===== src/rtl/int_res_addr_seq.sv =====
// Strided address streamer for the banked intermediate-result memory: flat base -> {bank, local}, then 1 or 2 beats per element.
// Optional bounds checking with err_o when ADDR_SEQ_BOUNDS_CHECK_EN is defined; otherwise addresses wrap modulo the memory size.
module int_res_addr_seq #(
  parameter int NUM_BANKS  = 4,
  parameter int BANK_DEPTH = 14336,
  parameter int MAX_LEN    = 64,
  parameter int ADDR_W     = $clog2(NUM_BANKS*BANK_DEPTH),
  parameter int STRIDE_W   = $clog2(BANK_DEPTH)
) (
  input  logic                          clk,
  input  logic                          rst,
  input  logic                          start_i,
  input  logic [ADDR_W-1:0]             base_addr_i,
  input  logic [$clog2(MAX_LEN+1)-1:0]  len_i,
  input  logic [STRIDE_W-1:0]           stride_i,
  input  logic                          width_i,
  output logic                          busy_o,
  output logic                          addr_valid_o,
  input  logic                          addr_ready_i,
  output logic [ADDR_W-1:0]             addr_o,
  output logic [$clog2(NUM_BANKS)-1:0]  bank_sel_o,
  output logic [$clog2(BANK_DEPTH)-1:0] bank_addr_o,
  output logic                          half_o,
  output logic                          last_o,
  output logic                          done_o
`ifdef ADDR_SEQ_BOUNDS_CHECK_EN
  ,
  output logic                          err_o
`endif
);

  localparam int LEN_W   = $clog2(MAX_LEN+1);
  localparam int BANK_W  = $clog2(NUM_BANKS);
  localparam int LOCAL_W = $clog2(BANK_DEPTH);
  localparam int BEAT_W  = $clog2(2*MAX_LEN+1);
  localparam int DCNT_W  = $clog2(NUM_BANKS+1);

  localparam logic [ADDR_W-1:0]  DEPTH_A   = ADDR_W'(BANK_DEPTH);
  localparam logic [LOCAL_W:0]   DEPTH_L   = (LOCAL_W+1)'(BANK_DEPTH);
  localparam logic [BANK_W-1:0]  LAST_BANK = BANK_W'(NUM_BANKS-1);
  localparam logic [DCNT_W-1:0]  DCNT_END  = DCNT_W'(NUM_BANKS-1);
  localparam logic               DOUBLE_W  = 1'b1;
  localparam logic               SECOND_H  = 1'b1;

  // IDLE: wait for start | DECOMP: reduce base to {bank,local} | STREAM: issue beats
  typedef enum logic [1:0] {ST_IDLE, ST_DECOMP, ST_STREAM} state_t;

  state_t              r_state;
  state_t              w_state_nxt;
  logic [LEN_W-1:0]    r_len;
  logic [STRIDE_W-1:0] r_stride;
  logic                r_width;
  logic [ADDR_W-1:0]   r_red;
  logic [DCNT_W-1:0]   r_dcnt;
  logic [BANK_W-1:0]   r_ebank;
  logic [LOCAL_W-1:0]  r_elocal;
  logic [BANK_W-1:0]   r_bank;
  logic [LOCAL_W-1:0]  r_local;
  logic                r_half;
  logic [BEAT_W-1:0]   r_left;
  logic                r_done;

  logic                w_red_ge;
  logic [ADDR_W-1:0]   w_red_nxt;
  logic [BANK_W-1:0]   w_dbank_nxt;
  logic                w_decomp_end;
  logic                w_hs;
  logic                w_second;
  logic [LOCAL_W:0]    w_inc;
  logic [LOCAL_W:0]    w_sum;
  logic                w_sum_ge;
  logic                w_nwrap;
  logic [LOCAL_W-1:0]  w_nlocal;
  logic [BANK_W-1:0]   w_nbank;
  logic                w_finish;
  logic [ADDR_W-1:0]   w_addr;

`ifdef ADDR_SEQ_BOUNDS_CHECK_EN
  localparam logic [ADDR_W:0] TOTAL_A = (ADDR_W+1)'(NUM_BANKS*BANK_DEPTH);
  logic r_oor;
  logic r_err;
  logic w_err_set;
`endif

  // One conditional subtract per DECOMP cycle replaces a divider.
  assign w_red_ge     = (r_red >= DEPTH_A);
  assign w_red_nxt    = w_red_ge ? (r_red - DEPTH_A) : r_red;
  assign w_dbank_nxt  = !w_red_ge ? r_ebank :
                        (r_ebank == LAST_BANK) ? '0 : (r_ebank + BANK_W'(1));
  assign w_decomp_end = (r_state == ST_DECOMP) && (r_dcnt == DCNT_END);
  assign w_hs         = (r_state == ST_STREAM) && addr_ready_i;

  // Both the second half beat and the next element are offsets from the current element.
  assign w_second = (r_width == DOUBLE_W) && (r_half != SECOND_H);
  assign w_inc    = w_second ? (LOCAL_W+1)'(1) : (LOCAL_W+1)'(r_stride);
  assign w_sum    = {1'b0, r_elocal} + w_inc;
  assign w_sum_ge = (w_sum >= DEPTH_L);
  assign w_nlocal = w_sum_ge ? LOCAL_W'(w_sum - DEPTH_L) : LOCAL_W'(w_sum);
  assign w_nwrap  = w_sum_ge && (r_ebank == LAST_BANK);
  assign w_nbank  = !w_sum_ge ? r_ebank : (w_nwrap ? '0 : (r_ebank + BANK_W'(1)));

  always_ff @(posedge clk or posedge rst) begin
    if (rst) r_state <= ST_IDLE;
    else     r_state <= w_state_nxt;
  end

  always_comb begin
    w_state_nxt = r_state;
    w_finish    = 1'b0;
`ifdef ADDR_SEQ_BOUNDS_CHECK_EN
    w_err_set   = 1'b0;
`endif
    case (r_state)
      ST_IDLE: begin
        if (start_i) w_state_nxt = ST_DECOMP;
      end
      ST_DECOMP: begin
        if (w_decomp_end) begin
          if (r_len == '0) begin
            w_state_nxt = ST_IDLE;
            w_finish    = 1'b1;
          end
`ifdef ADDR_SEQ_BOUNDS_CHECK_EN
          else if (r_oor) begin
            w_state_nxt = ST_IDLE;
            w_finish    = 1'b1;
            w_err_set   = 1'b1;
          end
`endif
          else begin
            w_state_nxt = ST_STREAM;
          end
        end
      end
      ST_STREAM: begin
        if (w_hs) begin
          if (r_left == BEAT_W'(1)) begin
            w_state_nxt = ST_IDLE;
            w_finish    = 1'b1;
          end
`ifdef ADDR_SEQ_BOUNDS_CHECK_EN
          else if (w_nwrap) begin
            w_state_nxt = ST_IDLE;
            w_finish    = 1'b1;
            w_err_set   = 1'b1;
          end
`endif
        end
      end
      default: w_state_nxt = ST_IDLE;
    endcase
  end

  always_ff @(posedge clk or posedge rst) begin
    if (rst) begin
      r_len    <= '0;
      r_stride <= '0;
      r_width  <= 1'b0;
      r_red    <= '0;
      r_dcnt   <= '0;
      r_ebank  <= '0;
      r_elocal <= '0;
      r_bank   <= '0;
      r_local  <= '0;
      r_half   <= 1'b0;
      r_left   <= '0;
      r_done   <= 1'b0;
    end else begin
      r_done <= w_finish;
      case (r_state)
        ST_IDLE: begin
          if (start_i) begin
            r_len    <= len_i;
            r_stride <= stride_i;
            r_width  <= width_i;
            r_red    <= base_addr_i;
            r_dcnt   <= '0;
            r_ebank  <= '0;
          end
        end
        ST_DECOMP: begin
          r_red   <= w_red_nxt;
          r_ebank <= w_dbank_nxt;
          r_dcnt  <= r_dcnt + DCNT_W'(1);
          if (w_decomp_end) begin
            r_elocal <= LOCAL_W'(w_red_nxt);
            r_bank   <= w_dbank_nxt;
            r_local  <= LOCAL_W'(w_red_nxt);
            r_half   <= 1'b0;
            r_left   <= (r_width == DOUBLE_W) ? BEAT_W'({r_len, 1'b0}) : BEAT_W'(r_len);
          end
        end
        ST_STREAM: begin
          if (w_hs) begin
            r_left  <= r_left - BEAT_W'(1);
            r_bank  <= w_nbank;
            r_local <= w_nlocal;
            if (w_second) begin
              r_half <= 1'b1;
            end else begin
              r_ebank  <= w_nbank;
              r_elocal <= w_nlocal;
              r_half   <= 1'b0;
            end
          end
        end
        default: ;
      endcase
    end
  end

`ifdef ADDR_SEQ_BOUNDS_CHECK_EN
  always_ff @(posedge clk or posedge rst) begin
    if (rst) begin
      r_oor <= 1'b0;
      r_err <= 1'b0;
    end else if ((r_state == ST_IDLE) && start_i) begin
      r_oor <= ({1'b0, base_addr_i} >= TOTAL_A);
      r_err <= 1'b0;
    end else if (w_err_set) begin
      r_err <= 1'b1;
    end
  end

  assign err_o = r_err;
`endif

  assign w_addr = (ADDR_W'(r_bank) * DEPTH_A) + ADDR_W'(r_local);

  assign busy_o       = (r_state != ST_IDLE);
  assign addr_valid_o = (r_state == ST_STREAM);
  assign addr_o       = w_addr;
  assign bank_sel_o   = r_bank;
  assign bank_addr_o  = r_local;
  assign half_o       = r_half;
  assign last_o       = addr_valid_o && (r_left == BEAT_W'(1));
  assign done_o       = r_done;

endmodule

===== config.mk =====
export PLATFORM = sky130hd
export DESIGN_NAME = int_res_addr_seq
export DESIGN_NICKNAME = d
export VERILOG_FILES = /design/src/rtl/int_res_addr_seq.sv
export SDC_FILE = /design/constraint.sdc
export NUM_CORES = 1
export LEC_CHECK = 0
export ABC_AREA = 1
export CAP_MARGIN = 20
export CORE_MARGIN = 2
export CORE_UTILIZATION = 25
export DETAILED_ROUTE_END_ITERATION = 8
export DONT_BUFFER_PORTS = 1
export GPL_ROUTABILITY_DRIVEN = 0
export HOLD_SLACK_MARGIN = 0.08
export PLACE_DENSITY_LB_ADDON = 0.05
export RECOVER_POWER = 25
export SETUP_SLACK_MARGIN = 0.15
export SLEW_MARGIN = 20
export SYNTH_ARGS = -nofsm -noshare
export SYNTH_HDL_FRONTEND = slang
export SYNTH_SLANG_ARGS = --single-unit

===== constraint.sdc =====
create_clock -name clk -period 7.75 [get_ports clk]
set_input_delay 1.55 -clock clk [delete_from_list [all_inputs] [get_ports clk]]
set_output_delay 1.55 -clock clk [all_outputs]
set_load 0.05 [all_outputs]

Word-level counts from Yosys, hierarchy flattened
Cells that the tools add are included.

$add $sub $neg: 7. $mul: 1. Divide/modulo/power cells: 0. Magnitude comparators: 2. Equality and inequality tests: 11. Shift operators: 0. Mux-type cells: 43. Bitwise operators: 1. Reductions and logical operators: 18.

Operators by type and width (number): 14-bit 2-to-1 mux (6); 14-bit case mux with 2 select lines (2); 16-bit 2-to-1 mux (2); 16-bit case mux with 2 select lines (1); 2-bit 2-to-1 mux (14); 8-bit 2-to-1 mux (3); 16-bit by 14-bit adder with 16-bit output (1); 16-bit by 14-bit >= comparator with 1-bit output (second input constant) (1); 8-bit case mux with 2 select lines (1); 16-bit by 14-bit subtractor with 16-bit output (second input constant) (1); 14-bit by 14-bit adder with 15-bit output (1); 15-bit by 14-bit >= comparator with 1-bit output (second input constant) (1); 14-bit subtractor (second input constant) (1); 2-bit case mux with 3 select lines (2); 4-bit AND reduction (3); 8-bit by 1-bit equality test with 1-bit output (second input constant) (1); 2-bit != test (second input constant) (4); 8-bit by 1-bit subtractor with 8-bit output (second input constant) (1); 7-bit zero test (1); 1-bit 2-to-1 mux (7); 3-bit case mux with 2 select lines (1); 3-bit AND reduction (2); 2-bit nonzero test (3); 1-bit logical AND (5); other kinds (14) (18).

Bits in registers: 85. Bits in latches: 0. Bits in writable memories: 0. Bits in read-only memories: 0. Input port bits: 42. Output and inout port bits: 37. Logic and storage cells: 97. Memories kept: 0.

Logic depth before layout (Yosys ltp)
Word-level depth: 11. Mapped depth: 23. Depth with buffers taken out: 22.

Worst setup path before layout
No wires, ideal clock.

Path kind: reg-to-output. From: register r_bank[0], in the netlist bank_sel_o[0]. To: output addr_o[13]. Data arrival time: 2.338 ns. Data required time: 6.200 ns. Setup slack: 3.862 ns. Stages on the path, launching flop included: 5. Path buffers: 0. Cell sequence: dfrtp_1 inv_1 ha_1 fa_1 xor2_1.

Word-level cells in the longest chain between the ends: 2.

Ends and longest elaborated chain: start, declared (line 57) `logic [BANK_W-1:0] r_bank;`; start signal, assigned (line 187) `r_bank <= w_dbank_nxt;`; start signal, assigned (line 196) `r_bank <= w_nbank;`; 2-bit by 3-bit multiplier with 5-bit output (line 228) `assign w_addr = (ADDR_W'(r_bank) * DEPTH_A) + ADDR_W'(r_local);`; 16-bit by 14-bit adder with 16-bit output (line 228); end, declared (line 20) `output logic [ADDR_W-1:0] addr_o,`.

No other way between the ends.

Worst setup path in the final report
From: register r_bank[0], in the netlist bank_sel_o[0]. To: output addr_o[15].

Same word-level chain as after synthesis.

==> summary.md <==
| Metric | Value |
|---|---|
| Final period util | between 50% and 60% |
| Slew @ Worst Pin | roughly 1.7 ns |
| Post-cts repair resize count | 0 |
| Worst Path Max Fanout | 5 |
| CTS tree | yes |
| Final instance area | between 0.005 and 0.006 sq mm |
| CP top delay family | XOR/XNOR gates |
| Post-CTS Setup Inserts | 0 |
| Tmin final | 4.44 ns |
| CTS Hold Bufs | 0 |
| Clock skew | roughly 0.0066 ns |
| Ratio of cells with drive above 1 in the final layout | 5.51% |
| IO Count | slightly below 80 |
| # DRC | 0 |
| RSZ-0062 raised after global routing | no |
| Most area-hungry cell type in the Yosys netlist | dfrtp_1 |
| Clk Latency, worst-skew pair | 0.35 ns |
| Vias in the first global route | approximately 4,500 |
| Remaining antenna violation count | 0 |
| CP most frequent cell | nand2_1 |
| Outcome | finished with violations |
| Maxcap violations | 2 |
| Synth-to-Final Area Change | 9.44% |
| Kind of critical path | register to output port |
| Largest net degree at the start of global routing | 52 |
| DP Wirelength | approximately 12,000 microns |
| Worst path max stage delay | roughly 0.86 ns |
| Core Rows | 53 |
| First-pass GRT wire length | 24,800 microns |
| Netlist cell types | 34 |
| Critical Path Source Type | register |
| Synthesized area | 0.00528 sq mm |
| Die area | 0.0223 sq mm |
| Buf/Inv on CP | 1 |
| Placed instance area | between 0.005 and 0.006 sq mm |
| Worst Path Required | approximately 6.2 ns |
| Synth Warn # | 0 |
| Grt total ovfl | 0 |
| Share of the synthesized area in the top cell type | approximately two fifths |
| Vias per inst | between 4 and 5 |
| Hold Vio Cnt, Final | 0 |
| Final net count | between 700 and 800 |
| DR iter-0 viols | ~260 |
| Pre-antenna DRT Iters | 5 |
| Critical Path End Type | output port |
| Ant. Diodes | 0 |
| Wirelength per Cell | approximately 15 microns |
| Filler cell count | 2,342 |
| Post-synthesis sequential area ratio | around 40% |
| TritonCTS Buffers | 9 |
| CTS Sinks | 85 |
| Htree depth | 3 |
| Synthesized Nets | ~800 |
| Routed via count | 4,364 |
| Core area | roughly 0.021 sq mm |
| Slowest CP cell | xnor2_1 |
| Seq cells post-synth | 85 |
| IO Port Bufs | 0 |
| Post-synthesis cell count | 722 |
| Multi-input gate area | 0.00260 sq mm |
| Initial core utilization | approximately 25% |
| Cells along the critical path | inv_1 -> ha_1 -> fa_1 -> nand2_1 -> nand2_1 -> nand2_1 -> xnor2_1 |
| Final Max Slew Viols | a little under 80 |
| Clock Path Buffers | 2 |
| Top post-synthesis cells by area | dfrtp_1 40%, nand2_1 16%, o21ai_0 8.2%, ha_1 7.6%, inv_1 6.8% |
| Clk pin slew, worst setup/hold paths | 0.06 ns |
| Die Span Y | approximately 150 microns |
| Total GRT Usage | 14.5% |
| Max Clock Freq | approximately 230 MHz |
| Mean area per synthesized cell | around 7.3 sq um |
| HP Class | register to register |
| Grt met2 use | 21.2% |
| Met3 usage | 2.84% |
| CTS root buf | clkbuf_16 |
| Slew HR | -10.6% |
| Initial antenna violation count | 0 |
| Drt total wl | between 15,000 and 20,000 microns |
| Met1 Usage GRT | between 20% and 30% |
| Final setup viols | 0 |
| Failing checks | max-capacitance violations, max-slew violations |
| Chip width | 149 microns |
| TNS Setup | 0 ns |
| Crit path DAT | between 2 and 3 ns |
| Busiest layer in global routing | met1 |
| Sequential cell area | ~0.0021 sq mm |
-- sequential cells by signal, indices dropped and copies added (netlist names) --
name / cells
bank_addr_o: 14
bank_sel_o: 2
done_o: 1
half_o: 1
r_dcnt: 3
r_ebank: 2
r_elocal: 14
r_left: 8
r_len: 7
r_red: 16
r_state: 2
r_stride: 14
r_width: 1
-- stage by stage --
stage	setup slack, ns	cells	hold slack, ns	util, %
CTS	3.27	983	0.494	27.7
global route	3.13	983	0.525	27.6
finish	3.31	983	0.491	27.6
detailed placement	3.66	967	0.476	26.2
floorplan	3.86	722	0.446	-
global placement	3.73	967	0.466	26.2
-- tightest hold or removal path, cell delays in order, from the launching register on --
cell	delay, ns
dfrtp_1	0.35
nand2_1	0.06
nand2_1	0.05
-- layout by cell type (no fill, tap or decap), types with 4 or more instances in the layout --
cell type    n
nand2_1    231
inv_1       94
o21ai_0     86
dfrtp_1     85
nor2_1      46
ha_1        31
nand3_1     28
a21oi_1     20
clkbuf_16    9
nand4_1      7
xor2_1       7
nand3_2      6
nand2_2      6
xnor2_1      6
o22ai_1      6
nor3_1       4
a211oi_1     4
-- per-layer routing --
layer / vias to the layer above / wire length (microns)
li1: 2241 / -
met1: 2042 / 8160
met2: 71 / 6230
met3: 10 / 616
met4: 0 / 173
met5: - / 0
-- synthesized netlist by cell type (all sizes together) --
library cell and number:
a211oi 4, a21oi 20, a22oi 1, a31oi 3
and2 1, buf 19, clkbuf 15, clkinv 1
dfrtp 85, fa 2, ha 32, inv 96
nand2 237, nand3 34, nand3b 1, nand4 7
nor2 48, nor3 4, nor4 1, o211ai 1
o21ai 87, o21bai 1, o22ai 6, o32ai 1
or2 2, xnor2 6, xor2 7
-- path summary, 6_finish.rpt --
check	startpoint	endpoint	slack, ns	cells past startpoint
setup reg to reg	r_width$_DFFE_PP0P_	r_elocal[12]$_DFFE_PP0P_	4.06	20
min in group asynchronous	rst	bank_addr_o[7]$_DFFE_PP0P_	1.47	1
max in group asynchronous	rst	r_elocal[2]$_DFFE_PP0P_	4.90	2
setup / recovery	bank_sel_o[0]$_DFFE_PP0P_	addr_o[15]	3.31	7
hold / removal	r_elocal[13]$_DFFE_PP0P_	r_elocal[13]$_DFFE_PP0P_	0.49	2
hold reg to reg	r_elocal[13]$_DFFE_PP0P_	r_elocal[13]$_DFFE_PP0P_	0.49	2
-- logic make-up (layout without fill, tap and decap cells) --
kind of cell,count (synthesis),in the layout,share of synthesized area (%)
flops,85,85,40.3
buf+inv,131,117,10.5
simple gates,335,335,26.3
compound gates,124,124,12.4
xor+xnor,13,13,2.16
fa+ha+maj,34,34,8.35
-- cell type report --
cell class / instances / area share [%]
Inverter: 97 / 6.33
Timing Repair Buffer: 4 / 0.455
Tap cell: 275 / 5.96
Multi-Input combinational cell: 506 / 45.0
Clock buffer: 11 / 4.38
Sequential cell: 85 / 36.8
Clock inverter: 5 / 1.02
Power is left out: the tool's default activity adds up to more than one toggle a clock period on the data nets, which glitch-free logic cannot reach.
